--- src/rtl/spi_master_arbiter.sv ---
// rtl/spi_master_arbiter.sv - round-robin arbiter and sequencer sharing one SPI master among NUM_REQ requesters
// Optional watchdog: define SPI_ARB_TIMEOUT_EN to abort a stuck transaction after TIMEOUT_CYCLES clocks.
module spi_master_arbiter #(
  parameter int NUM_REQ        = 4,
  parameter int PACK_LENGTH    = 8,
  parameter int LAUNCH_HOLD    = 5,
  parameter int TIMEOUT_CYCLES = 1024
) (
  input  logic                           IN_CLOCK,
  input  logic                           IN_RESET_N,
  input  logic [NUM_REQ-1:0]             IN_REQ,
  input  logic [NUM_REQ*PACK_LENGTH-1:0] IN_REQ_DATA,
  output logic [NUM_REQ-1:0]             OUT_GRANT,
  output logic [NUM_REQ-1:0]             OUT_RESP_VALID,
  output logic [PACK_LENGTH-1:0]         OUT_RESP_DATA,
  output logic                           OUT_BUSY,
  output logic                           OUT_TIMEOUT_ERR,
  output logic                           OUT_SPI_LAUNCH,
  output logic [PACK_LENGTH-1:0]         OUT_SPI_TX_DATA,
  input  logic                           IN_SPI_CS,
  input  logic                           IN_SPI_DONE,
  input  logic [PACK_LENGTH-1:0]         IN_SPI_RX_DATA
);

  localparam int IDX_W = (NUM_REQ > 1) ? $clog2(NUM_REQ) : 1;

  if (NUM_REQ < 2 || NUM_REQ > 8 || LAUNCH_HOLD < 1 || TIMEOUT_CYCLES < 1) begin : g_param_check
    $error("spi_master_arbiter: parameter out of range");
  end

  typedef enum logic [2:0] {S_IDLE, S_LAUNCH, S_HOLD, S_WAIT_DONE, S_RESP} state_t;

  state_t                 state, state_next;
  logic [IDX_W-1:0]       ptr, idx, win_idx;
  logic                   win_found;
  logic                   done_q, done_edge, sticky;
  logic [15:0]            hold_cnt;
  logic                   timeout_hit, timeout_flag;
  logic [PACK_LENGTH-1:0] tx_data, resp_data;
  logic [NUM_REQ-1:0]     idx_onehot;

  // Add k to a requester index, wrapping modulo NUM_REQ.
  function automatic logic [IDX_W-1:0] wrap_add(input logic [IDX_W-1:0] a, input int k);
    int s;
    s = int'(a) + k;
    if (s >= NUM_REQ) s = s - NUM_REQ;
    return IDX_W'(s);
  endfunction

  // Only a rising edge of done counts, so a level left high by the previous pack is ignored.
  assign done_edge  = IN_SPI_DONE & ~done_q;
  assign idx_onehot = NUM_REQ'(1) << idx;

  assign OUT_RESP_DATA   = resp_data;
  assign OUT_SPI_TX_DATA = tx_data;

  // Round-robin search: first asserted request at or after the pointer.
  always_comb begin
    win_found = 1'b0;
    win_idx   = '0;
    for (int k = 0; k < NUM_REQ; k++) begin
      if (!win_found && IN_REQ[wrap_add(ptr, k)]) begin
        win_found = 1'b1;
        win_idx   = wrap_add(ptr, k);
      end
    end
  end

`ifdef SPI_ARB_TIMEOUT_EN
  logic [31:0] to_cnt;

  // Watchdog counts every cycle spent waiting on the master; idle keeps it cleared for the next launch.
  always_ff @(posedge IN_CLOCK or negedge IN_RESET_N) begin
    if (!IN_RESET_N) begin
      to_cnt       <= '0;
      timeout_flag <= 1'b0;
    end else begin
      timeout_flag <= timeout_hit;
      if (state == S_IDLE)
        to_cnt <= '0;
      else if (state == S_LAUNCH || state == S_HOLD || state == S_WAIT_DONE)
        to_cnt <= to_cnt + 32'd1;
    end
  end

  assign timeout_hit = (state == S_LAUNCH || state == S_HOLD || state == S_WAIT_DONE) &&
                       (to_cnt == 32'(TIMEOUT_CYCLES - 1));
`else
  assign timeout_hit  = 1'b0;
  assign timeout_flag = 1'b0;
`endif

  // State register.
  always_ff @(posedge IN_CLOCK or negedge IN_RESET_N) begin
    if (!IN_RESET_N) state <= S_IDLE;
    else             state <= state_next;
  end

  // Next-state and state-decoded outputs; all outputs fall to 0 the moment reset forces IDLE.
  always_comb begin
    state_next      = state;
    OUT_GRANT       = '0;
    OUT_RESP_VALID  = '0;
    OUT_BUSY        = 1'b0;
    OUT_SPI_LAUNCH  = 1'b0;
    OUT_TIMEOUT_ERR = 1'b0;
    case (state)
      S_IDLE: begin
        if (win_found) state_next = S_LAUNCH;
      end
      S_LAUNCH: begin
        OUT_GRANT      = idx_onehot;
        OUT_BUSY       = 1'b1;
        OUT_SPI_LAUNCH = 1'b1;
        if (!IN_SPI_CS) state_next = S_HOLD;
      end
      S_HOLD: begin
        OUT_GRANT      = idx_onehot;
        OUT_BUSY       = 1'b1;
        OUT_SPI_LAUNCH = 1'b1;
        if (hold_cnt == 16'(LAUNCH_HOLD - 1)) state_next = S_WAIT_DONE;
      end
      S_WAIT_DONE: begin
        OUT_GRANT = idx_onehot;
        OUT_BUSY  = 1'b1;
        if (done_edge || sticky) state_next = S_RESP;
      end
      S_RESP: begin
        OUT_GRANT       = idx_onehot;
        OUT_BUSY        = 1'b1;
        OUT_RESP_VALID  = idx_onehot;
        OUT_TIMEOUT_ERR = timeout_flag;
        state_next      = S_IDLE;
      end
      default: state_next = S_IDLE;
    endcase
    if (timeout_hit) begin
      OUT_SPI_LAUNCH = 1'b0;
      state_next     = S_RESP;
    end
  end

  // Datapath: winner capture, hold timing, early-done memory, response capture and pointer update.
  always_ff @(posedge IN_CLOCK or negedge IN_RESET_N) begin
    if (!IN_RESET_N) begin
      done_q    <= 1'b0;
      sticky    <= 1'b0;
      hold_cnt  <= '0;
      idx       <= '0;
      ptr       <= '0;
      tx_data   <= '0;
      resp_data <= '0;
    end else begin
      done_q <= IN_SPI_DONE;
      case (state)
        S_IDLE: begin
          sticky <= 1'b0;
          if (win_found) begin
            idx     <= win_idx;
            tx_data <= IN_REQ_DATA[win_idx*PACK_LENGTH +: PACK_LENGTH];
          end
        end
        S_LAUNCH: begin
          hold_cnt <= '0;
          if (done_edge) sticky <= 1'b1;
        end
        S_HOLD: begin
          hold_cnt <= hold_cnt + 16'd1;
          if (done_edge) sticky <= 1'b1;
        end
        S_WAIT_DONE: begin
          if (done_edge || sticky) begin
            sticky    <= 1'b0;
            resp_data <= IN_SPI_RX_DATA;
          end
        end
        S_RESP: begin
          ptr <= wrap_add(idx, 1);
        end
        default: ;
      endcase
      if (timeout_hit) begin
        sticky    <= 1'b0;
        resp_data <= '0;
      end
    end
  end

endmodule
--- config.mk ---
export PLATFORM = sky130hd
export DESIGN_NAME = spi_master_arbiter
export DESIGN_NICKNAME = d
export VERILOG_FILES = /design/src/rtl/spi_master_arbiter.sv
export SDC_FILE = /design/constraint.sdc
export NUM_CORES = 1
export LEC_CHECK = 0
export CORE_UTILIZATION = 51
export CTS_BUF_LIST = sky130_fd_sc_hd__clkbuf_8
export DETAILED_ROUTE_END_ITERATION = 10
export GPL_TIMING_DRIVEN = 0
export PLACE_DENSITY = 0.84
export SYNTH_ARGS = -nofsm -noshare
export SYNTH_HDL_FRONTEND = slang
export SYNTH_SLANG_ARGS = --single-unit
--- constraint.sdc ---
create_clock -name IN_CLOCK -period 3.04 [get_ports IN_CLOCK]
set_input_delay 0.456 -clock IN_CLOCK [delete_from_list [all_inputs] [get_ports IN_CLOCK]]
set_output_delay 0.456 -clock IN_CLOCK [all_outputs]
set_load 0.02 [all_outputs]
==> flow_metrics.tcl <==
set metrics [dict create \
    status "completed" \
    synth_compound_gate_area_share_pct 18.36 \
    num_rows 24 \
    core_region_area_sq_um 4354 \
    critPathCaptureType "primary output" \
    design_area_sq_um 3226 \
    antenna_left 0 \
    grt_setup_unrepaired "false" \
    antenna_cells 0 \
    postSynthCellCount 233 \
    worstMarginPinSlew_ns 0.6528 \
    rrSetupSlack_ns 0.94 \
    power.internal_uw 1562 \
    crit_type "reg2out" \
    reg2reg_depth 5 \
    grtUsageMet2_pct 41.42 \
    placed_area_sq_um 3120 \
    yosysSeqAreaShare_pct 44.42 \
    critPathArrivalTime_ns 2.38 \
    vias 2119 \
    fin_crit_sh_pct 93.40 \
    instances_no_fill 367 \
    whs_ns 0.4935 \
    power.share.combinational_pct 54.2 \
    area_growth_syn_to_layout_pct 39.65 \
    synth_cell_types 49 \
    cp_top_family "buffers and inverters" \
    track_usage_pct 23.93 \
    clkSinkCount 41 \
    hold_viol 0 \
    synth_edf_count 0 \
    worst_hold_path_type "reg2reg" \
    synth-xor-area-share_pct 0.7584 \
    route.detailed.drc 0 \
    grt_util_met3_pct 4.215 \
    cts_buffer_depth 2 \
    die_area_sq_um 4802 \
    grt_pass1_wl_microns 9273 \
    setup_viol 0 \
    required_ns 2.58 \
    numCtsBuffers 5 \
    syn-cell-area_sq_um 2310 \
    clk_pin_slew_worst_paths_ns 0.07 \
    grt-ovfl-total 0 \
    grt_antenna_before_repair 0 \
    crit_path_end "OUT_SPI_LAUNCH" \
    syn_area_per_cell_sq_um 9.913 \
    clockRootBuffer "clkbuf_8" \
    swShare_pct 39.59 \
    cp-start-kind "register" \
    finalSetupTns_ns 0 \
    first_pass_iters 4 \
    startpoint "state[0]" \
    cp_num_buf_inv 3 \
    final_cell_mix "clkdlybuf4s50_1, dfrtp_1, o21ai_0" \
    initial_core_util_pct 53.05 \
    wire_per_inst_microns 14.76 \
    postRouteWirelength_microns 5418 \
    synth_top_family_by_area "simple AND/OR/NAND/NOR gates" \
    final_util_pct 74.08 \
    synthSimpleGateAreaFrac_pct 20.15 \
    dieHeight_microns 69.30 \
    gp_congestion 0.8031 \
    grt_pass1_vias 1991 \
    skew_ns 0.002996 \
    htreeDepth 2 \
    ir_drop_v 0.0004523 \
    drive_above_1_share_pct 10.79 \
    yosysWarnings 0 \
    reg2reg_from "ptr[0]" \
    layout_commonest_cell "clkdlybuf4s50_1" \
    tritoncts "done" \
    synthAdderAreaFrac_pct 3.250 \
    finalMaxSlewViolations 0 \
    pwr-share-clk_pct 13.9 \
    synth-seq-cells 41 \
    crit_fanout 10 \
    clk-insertion-delay-late_ns 0.29 \
    synth_nets 287 \
    slowest_stage "clkdlybuf4s50_1" \
    io_buffers 73 \
    crit_chain "clkbuf_1, or3_1, and2_1, inv_1, clkdlybuf4s50_1" \
    grt.busiest_layer "met2" \
    fmax_ghz 0.3522 \
    met1_usage_pct 30.75 \
    hpwl_microns 3968 \
    ys.flop_type "dfrtp_1" \
    synthArstFlopShare_pct 100.0 \
    slowest_delay_ns 0.61 \
    r2r_end "OUT_SPI_TX_DATA[7]" \
    pwr-share-seq_pct 31.8 \
    cts_setup_buffers 0 \
    cp.depth 5 \
    max-cap-violations 0 \
    dp_cells 359 \
    grt_max_degree 41 \
    io_pins 75 \
    routed_via_density 5.774 \
    slew_headroom_pct 56.31 \
    initialDrtViolationCount 117 \
    die-width_microns 69.30 \
    final.min_clock_period_ns 2.839 \
    fin_nets 369 \
    switchingPower_uw 1024 \
    muxShareOfSynthArea_pct 9.588 \
    power_density_nw_per_um2 801.5 \
    p_leak_uw 0.001369 \
]
==> repair_timing <==
item,4_1_cts,5_1_grt
hold buffers,1,0
setup endpoints to repair,0,1
hold endpoints to repair,1,0
resized for setup,0,1
==> power by group through the flow <==
stage	Combinational, uW	Sequential [uW]	Clock [uW]
floorplan	733	946	0
global route	1530	849	389
detailed placement	1400	835	0
global placement	1370	825	0
finish	1400	823	360
CTS	1410	824	368
==> cell usage after synthesis (2+ instances only) <==
library cell	n	area, sq um
o21ai_0	23	115.1
or3_1	3	18.77
mux2_2	13	146.4
nand2_1	15	56.30
nand3_1	18	90.09
and2_1	6	37.54
ha_1	6	75.07
o211ai_1	3	22.52
and3_1	9	56.30
a221o_1	8	80.08
a21o_1	2	15.01
clkbuf_1	4	15.01
mux2_1	4	45.04
o21ai_1	4	20.02
and3b_1	2	17.52
dfrtp_1	41	1026
mux2i_1	3	30.03
nor2b_1	2	12.51
nand4_1	5	31.28
inv_1	9	33.78
nor4_1	5	31.28
nor2_1	8	30.03
a21oi_1	12	60.06
nand2b_1	3	18.77
==> cell type report <==
type,instances,area [sq um]
repair buffers,75,755.7
multi-input cells,175,1212
clock buffers,6,82.58
clock inverters,1,7.507
plain buffers,7,38.79
inverters,10,37.54
well taps,52,65.06
flip-flops and latches,41,1026
fillers,314,1129
==> stage by stage <==
| step | total power (uW) | setup slack (ns) |
|---|---|---|
| after floorplan | 1679 | 0.9944 |
| after global placement | 2194 | 0.3646 |
| after detailed placement | 2231 | 0.3520 |
| final | 2585 | 0.2006 |
| after global routing | 2766 | 0.003462 |
| after CTS | 2599 | 0.08205 |
==> per-layer routing <==
layer  wire length, microns  share of wire (%)
met2                   2708                 50
met3                    233                4.3
met5                      0                  0
met1                   2402                 44
met4                     74                1.4
==> state kept, by name, indices dropped and copies added, names as in the netlist <==
name / cells
ptr: 2
idx: 2
state: 3
OUT_SPI_TX_DATA: 8
OUT_RESP_DATA: 8
sticky: 1
done_q: 1
hold_cnt: 16
==> logic make-up (layout without fill, tap and decap cells) <==
logic type / after synthesis / count (layout)
AND/OR/NAND/NOR: 82 / 82
multiplexers: 20 / 20
other: 1 / 1
XOR/XNOR: 2 / 2
AO/OA/AOI/OAI: 64 / 64
adder cells (fa/ha/maj): 6 / 6
flip-flops: 41 / 41
buffers and inverters: 17 / 99
==> how the worst min path moves through the flow <==
stage	start	slack (ns)	to	cells after the start
finish	hold_cnt[15]	0.49	hold_cnt[15]	1
global route	IN_RESET_N	0.52	OUT_SPI_TX_DATA[1]	2
CTS	IN_RESET_N	0.48	OUT_SPI_TX_DATA[1]	2
detailed placement	IN_RESET_N	0.26	OUT_SPI_TX_DATA[1]	1
global placement	OUT_RESP_DATA[4]	0.47	OUT_RESP_DATA[4]	1
floorplan	IN_RESET_N	0.16	OUT_RESP_DATA[0]	0
Note: power is estimated with default switching activity, not from simulation.
==> patch 1: new RTL, config.mk and constraints unchanged <==
The 5 states of `state_t` get a one-hot encoding in 5 bits.
--- a/src/rtl/spi_master_arbiter.sv
+++ b/src/rtl/spi_master_arbiter.sv
@@ -29,5 +29,5 @@
   end
 
-  typedef enum logic [2:0] {S_IDLE, S_LAUNCH, S_HOLD, S_WAIT_DONE, S_RESP} state_t;
+  typedef enum logic [4:0] {S_IDLE = 5'b00001, S_LAUNCH = 5'b00010, S_HOLD = 5'b00100, S_WAIT_DONE = 5'b01000, S_RESP = 5'b10000} state_t;
 
   state_t                 state, state_next;
Formal check against the unedited RTL: no difference found for any inputs over 10 cycles, from zero or initial values and one cycle with IN_RESET_N low; not proved beyond that.
==> patch 1 against the original RTL <==
The run now ends with DRC left. Synthesized area increased by 7.7%. Core utilization decreased by 1.3 points. Setup slack got worse by 0.0080 ns. Register-to-register slack improved by 0.05 ns. Routed wire length increased by 6.6%. Power decreased by 2.4%. Final area increased by 6.6%. Sequential cell count increased by 2. Die area increased by 7.5%. Largest cell class unchanged. Largest power group unchanged. Highest routed layer unchanged.
==> patch 1: results (changes against the original RTL) <==
Clock tree
  • Clock tree buffer depth: 2 (unchanged)
  • H-tree depth: 2 (unchanged)
  • Clock Tree Root: clkbuf_8
  • Post-CTS sizing: 0 (unchanged)
  • Worst skew pair latency: 0.30 ns
  • Setup Buffers After CTS: 0 (unchanged)

Synthesis
  • Sequential-to-total area share from yosys stat: 43.29% (-1.1 points)
  • Post-synth cell types: 53 (+8.2%)
  • Top post-synthesis cells by count: dfrtp_1, nand2_1, o21ai_0
  • Synth warn: 0 (unchanged)
  • Largest area contributor in the netlist: dfrtp_1
  • Syn nets: 307 (+7.0%)
  • Top cells by area, synth: dfrtp_1, mux2i_1, a211oi_1, mux2_2, nand2_1
  • Share of flip-flops with an asynchronous set or reset: 100.0% (unchanged)

Final layout
  • Share of layout cells above drive strength 1: 12.84% (+2.0 points)
  • Final net count: 388 (+5.1%)
  • Largest reg by FF count: hold_cnt
  • ANT cells: 0 (unchanged)
  • Largest register FFs: 16 (unchanged)

Detailed routing
  • Final WL: 5773 microns (+6.6%)
  • First-iteration detailed-routing DRC count: 157 (+34%)
  • Residual DRC count: 2 (+2)
  • Via count: 2170 (+2.4%)
  • First-pass iteration count of the detailed router: 7 (+3)

Outcome
  • Status: complete, but fails checks
  • Failing checks: DRC

Global routing
  • First-pass GRT wire length: 9190 microns (-0.90%)
  • Total GRT Usage: 23.21% (-0.72 points)
  • Vias in the first global route: 1981 (-0.50%)
  • Largest net degree at the start of global routing: 34 (-17%)
  • Initial antenna violation count: 0 (unchanged)

Power
  • Worst VDD drop: 564.2 uV (+25%)
  • Leakage: 1.567 nW (+14%)

Place
  • Hpwl dp: 4416 microns (+11%)
  • Post-place setup slack: 0.3547 ns (+0.002675 ns)
  • Buffers on Ports: 73 (unchanged)
  • Routability cong.: 0.7953 (-0.97%)

STA
  • Clock skew: 0.006484 ns (+0.003487 ns)
  • Worst Tran Pin Value: 0.6558 ns (+0.003058 ns)
  • Min Tclk post-route: 2.847 ns (+0.007951 ns)

Setup path
  • Worst R2R Start: state[3]
  • FF-to-FF setup slack: 0.99 ns (+0.05 ns)
  • CP arrival: 2.39 ns
  • Worst setup path startpoint: state[4]
  • Worst reg2reg path endpoint: OUT_SPI_TX_DATA[1]
  • Largest fanout on the critical path: 10 (unchanged)
  • Crit-path max cell delay: 0.60 ns
  • Crit path to: OUT_GRANT[3]
  • Reg2Reg Depth: 6 (+1)

Worst hold path
  • Worst min path class: in -> async
[patch 1: changes by cell type after synthesis, moves of 6 or more]
cell and delta:
o21ai_0 -6, nor2_1 +8, mux2i_1 +13, nand2_1 +12
a211oi_1 +16, nand3_1 -14, a21oi_1 -10, a221o_1 -8
nor3_1 +8
[patch 1: kinds of logic after synthesis]
kind of cell    Yosys count  synth area share, %
simple gates             98                21.82
buf+inv                  23                5.479
xor+xnor                  3                1.056
flops                    43                43.29
fa+ha+maj                 6                3.017
mux                      25                10.51
compound gates           54                14.68
other cells               1               0.1507
[patch 1: critical path: cells and delay by family, from the launching register on]
kind	cells	cell delay, ns
buf+inv	2	0.81
compound gates	3	0.47
flops	1	0.44
simple gates	2	0.39
[patch 1: layer usage]
layer	vias up	routed length [microns]	track usage, %	part of all wire [%]
met3	8	283	5.345	4.9
met5	-	0	0	0
met4	0	82	8.279	1.4
met1	1023	2566	31.32	44
met2	63	2841	36.79	49
li1	1076	-	-	-
[patch 1: where the power goes]
group,internal [mW],switching (mW)
clock network,0.266,0.196
logic,0.596,0.634
registers,0.736,0.0945
total,1.60,0.925
[patch 1: through the flow]
stage                     instance area [sq um]  power, mW  instances  hold WS [ns]
after floorplan                            2489      1.586        253        0.1604
after global routing                       3438      2.692        402       0.04276
after global placement                     3303      2.035        393        0.4711
after CTS                                  3436      2.542        402       0.04322
final                                      3438      2.523        402       0.03163
after detailed placement                   3318      2.072        394        0.3641
[patch 1: final cells by class]
class                      instances  area, sq um
tap                               67        83.83
fill                             356         1285
timing repair buffer              74        748.2
clock buffer                       6        82.58
clock inverter                     2        35.03
multi-input combinational        187         1275
sequential                        43         1077
inverter                           9        33.78
buffer                            14        102.6
==> patch 2: new RTL, config.mk and constraints unchanged <==
Without the edit above. Build with the macro `SPI_ARB_TIMEOUT_EN` defined.
--- a/src/rtl/spi_master_arbiter.sv
+++ b/src/rtl/spi_master_arbiter.sv
@@ -1,4 +1,6 @@
 // rtl/spi_master_arbiter.sv - round-robin arbiter and sequencer sharing one SPI master among NUM_REQ requesters
 // Optional watchdog: define SPI_ARB_TIMEOUT_EN to abort a stuck transaction after TIMEOUT_CYCLES clocks.
+`define SPI_ARB_TIMEOUT_EN
+
 module spi_master_arbiter #(
   parameter int NUM_REQ        = 4,
Formal check against the unedited RTL: no difference found for any inputs over 4 cycles, from zero or initial values and one cycle with IN_RESET_N low; that may be too few to reach the edited logic, so the function may still have changed.
==> patch 2 against the original RTL <==
Register-to-register slack got worse by 0.18 ns. First-iteration DRC count rose to 2.8 times the old value. Power rose by 46%. Largest power group unchanged. Count of clock-buffer cells in the layout rose by 4. Synthesized area rose by 75%. Critical endpoint unchanged. Sequential cell count rose by 33. Final area rose by 60%. Routed wire length rose by 78%. Setup slack got worse by 0.021 ns.
==> patch 2: results (changes against the original RTL) <==
Power
  • Worst VDD drop: 411.3 uV (-9.1%)
  • Leakage: 2.278 nW (+66%)

Detailed routing
  • First-iteration detailed-routing DRC count: 326 (+180%)
  • Drt via density: 5.744 (-0.51%)

STA
  • Worst slew margin: 41.74% (-15 points)
  • Clock skew: 0.01123 ns (+0.008238 ns)

Worst hold path
  • Worst min path class: in -> async

Global routing
  • First-pass GRT wire length: 16280 microns (+76%)
  • Vias in the first global route: 3362 (+69%)
  • Largest net degree at the start of global routing: 39 (-4.9%)

Outcome
  • Status: finished clean

Final layout
  • Fillers: 624 (+99%)
  • Final net count: 570 (+54%)
  • Share of layout cells above drive strength 1: 7.115% (-3.7 points)

Clock tree
  • H-tree depth: 3 (+1)
  • CTS Buf Count: 9 (+4)
  • Worst skew pair latency: 0.36 ns (+0.07 ns)

Place
  • Buffers on Ports: 74 (+1.4%)
  • DP Cell Count: 604 (+68%)
  • Routability cong.: 0.8517 (+6.1%)
  • Hpwl dp: 6861 microns (+73%)

Synthesis
  • Syn nets: 482 (+68%)

Setup path
  • Reg2Reg Depth: 7 (+2)
  • Largest fanout on the critical path: 6 (-4)
  • CP max stage cell: or4_1
## patch 2: cells by family after synthesis
kind of cell,after synthesis,synth area share [%]
AND/OR/NAND/NOR,198,26.03
multiplexers,31,7.690
XOR/XNOR,26,5.621
AO/OA/AOI/OAI,64,9.975
flip-flops,74,45.71
buffers and inverters,27,2.810
adder cells (fa/ha/maj),7,2.162
## patch 2: worst paths after layout
| check | slack (ns) | from | to |
|---|---|---|---|
| max | 0.18 | to_cnt[23] | OUT_SPI_LAUNCH |
| min | 0.06 | IN_RESET_N | OUT_RESP_DATA[1] |
| max reg2reg | 0.76 | state[2] | to_cnt[25] |
| min reg2reg | 0.49 | hold_cnt[15] | hold_cnt[15] |
| max in group asynchronous | 2.41 | IN_RESET_N | to_cnt[20] |
| min in group IN_CLOCK | 0.49 | hold_cnt[15] | hold_cnt[15] |
## patch 2: timing repair
item,4_1_cts,5_1_grt
gates resized for setup,3,1
setup endpoints to repair,1,1
buffers inserted,2,0
pin swaps,1,0
## patch 2: metrics by stage
stage / setup slack [ns] / area [sq um]
after CTS: 0.03062 / 5172
after detailed placement: 0.1208 / 4937
after global routing: 0.09032 / 5167
final: 0.1794 / 5167
after floorplan: 0.7719 / 4051
after global placement: -0.9918 / 4920
## patch 2: worst register-to-register path, stage by stage (launching register included)
cell      delay, ns
dfrtp_1        0.40
buf_2          0.20
nand4b_1       0.36
nor3_1         0.49
buf_2          0.32
nand3_1        0.12
xor2_1         0.20
nor2_1         0.06
## patch 2: power breakdown
part	internal (mW)	leakage [nW]	total (mW)	switching, mW
logic	0.689	1.18	1.60	0.908
registers	1.18	0.984	1.34	0.157
clock network	0.478	0.113	0.835	0.357
total	2.35	2.28	3.77	1.42
## patch 2: layer usage
| metal | vias to the layer above | wire length, microns | global-route usage, % | share of wire, % |
|---|---|---|---|---|
| li1 | 1716 | - | - | - |
| met1 | 1717 | 4358 | 32.69 | 45 |
| met2 | 123 | 4507 | 39.27 | 47 |
| met3 | 17 | 579 | 4.941 | 6.0 |
| met4 | 0 | 192 | 10.58 | 2.0 |
| met5 | - | 0 | 0 | 0 |
## patch 2: final cells by class
type	instances	share of cell area, %
Tap cell	102	2.470
Sequential cell	74	35.86
Multi-Input combinational cell	326	40.36
Buffer	19	1.622
Inverter	8	0.5811
Timing Repair Buffer	77	14.87
Clock buffer	10	2.663
Clock inverter	6	1.574
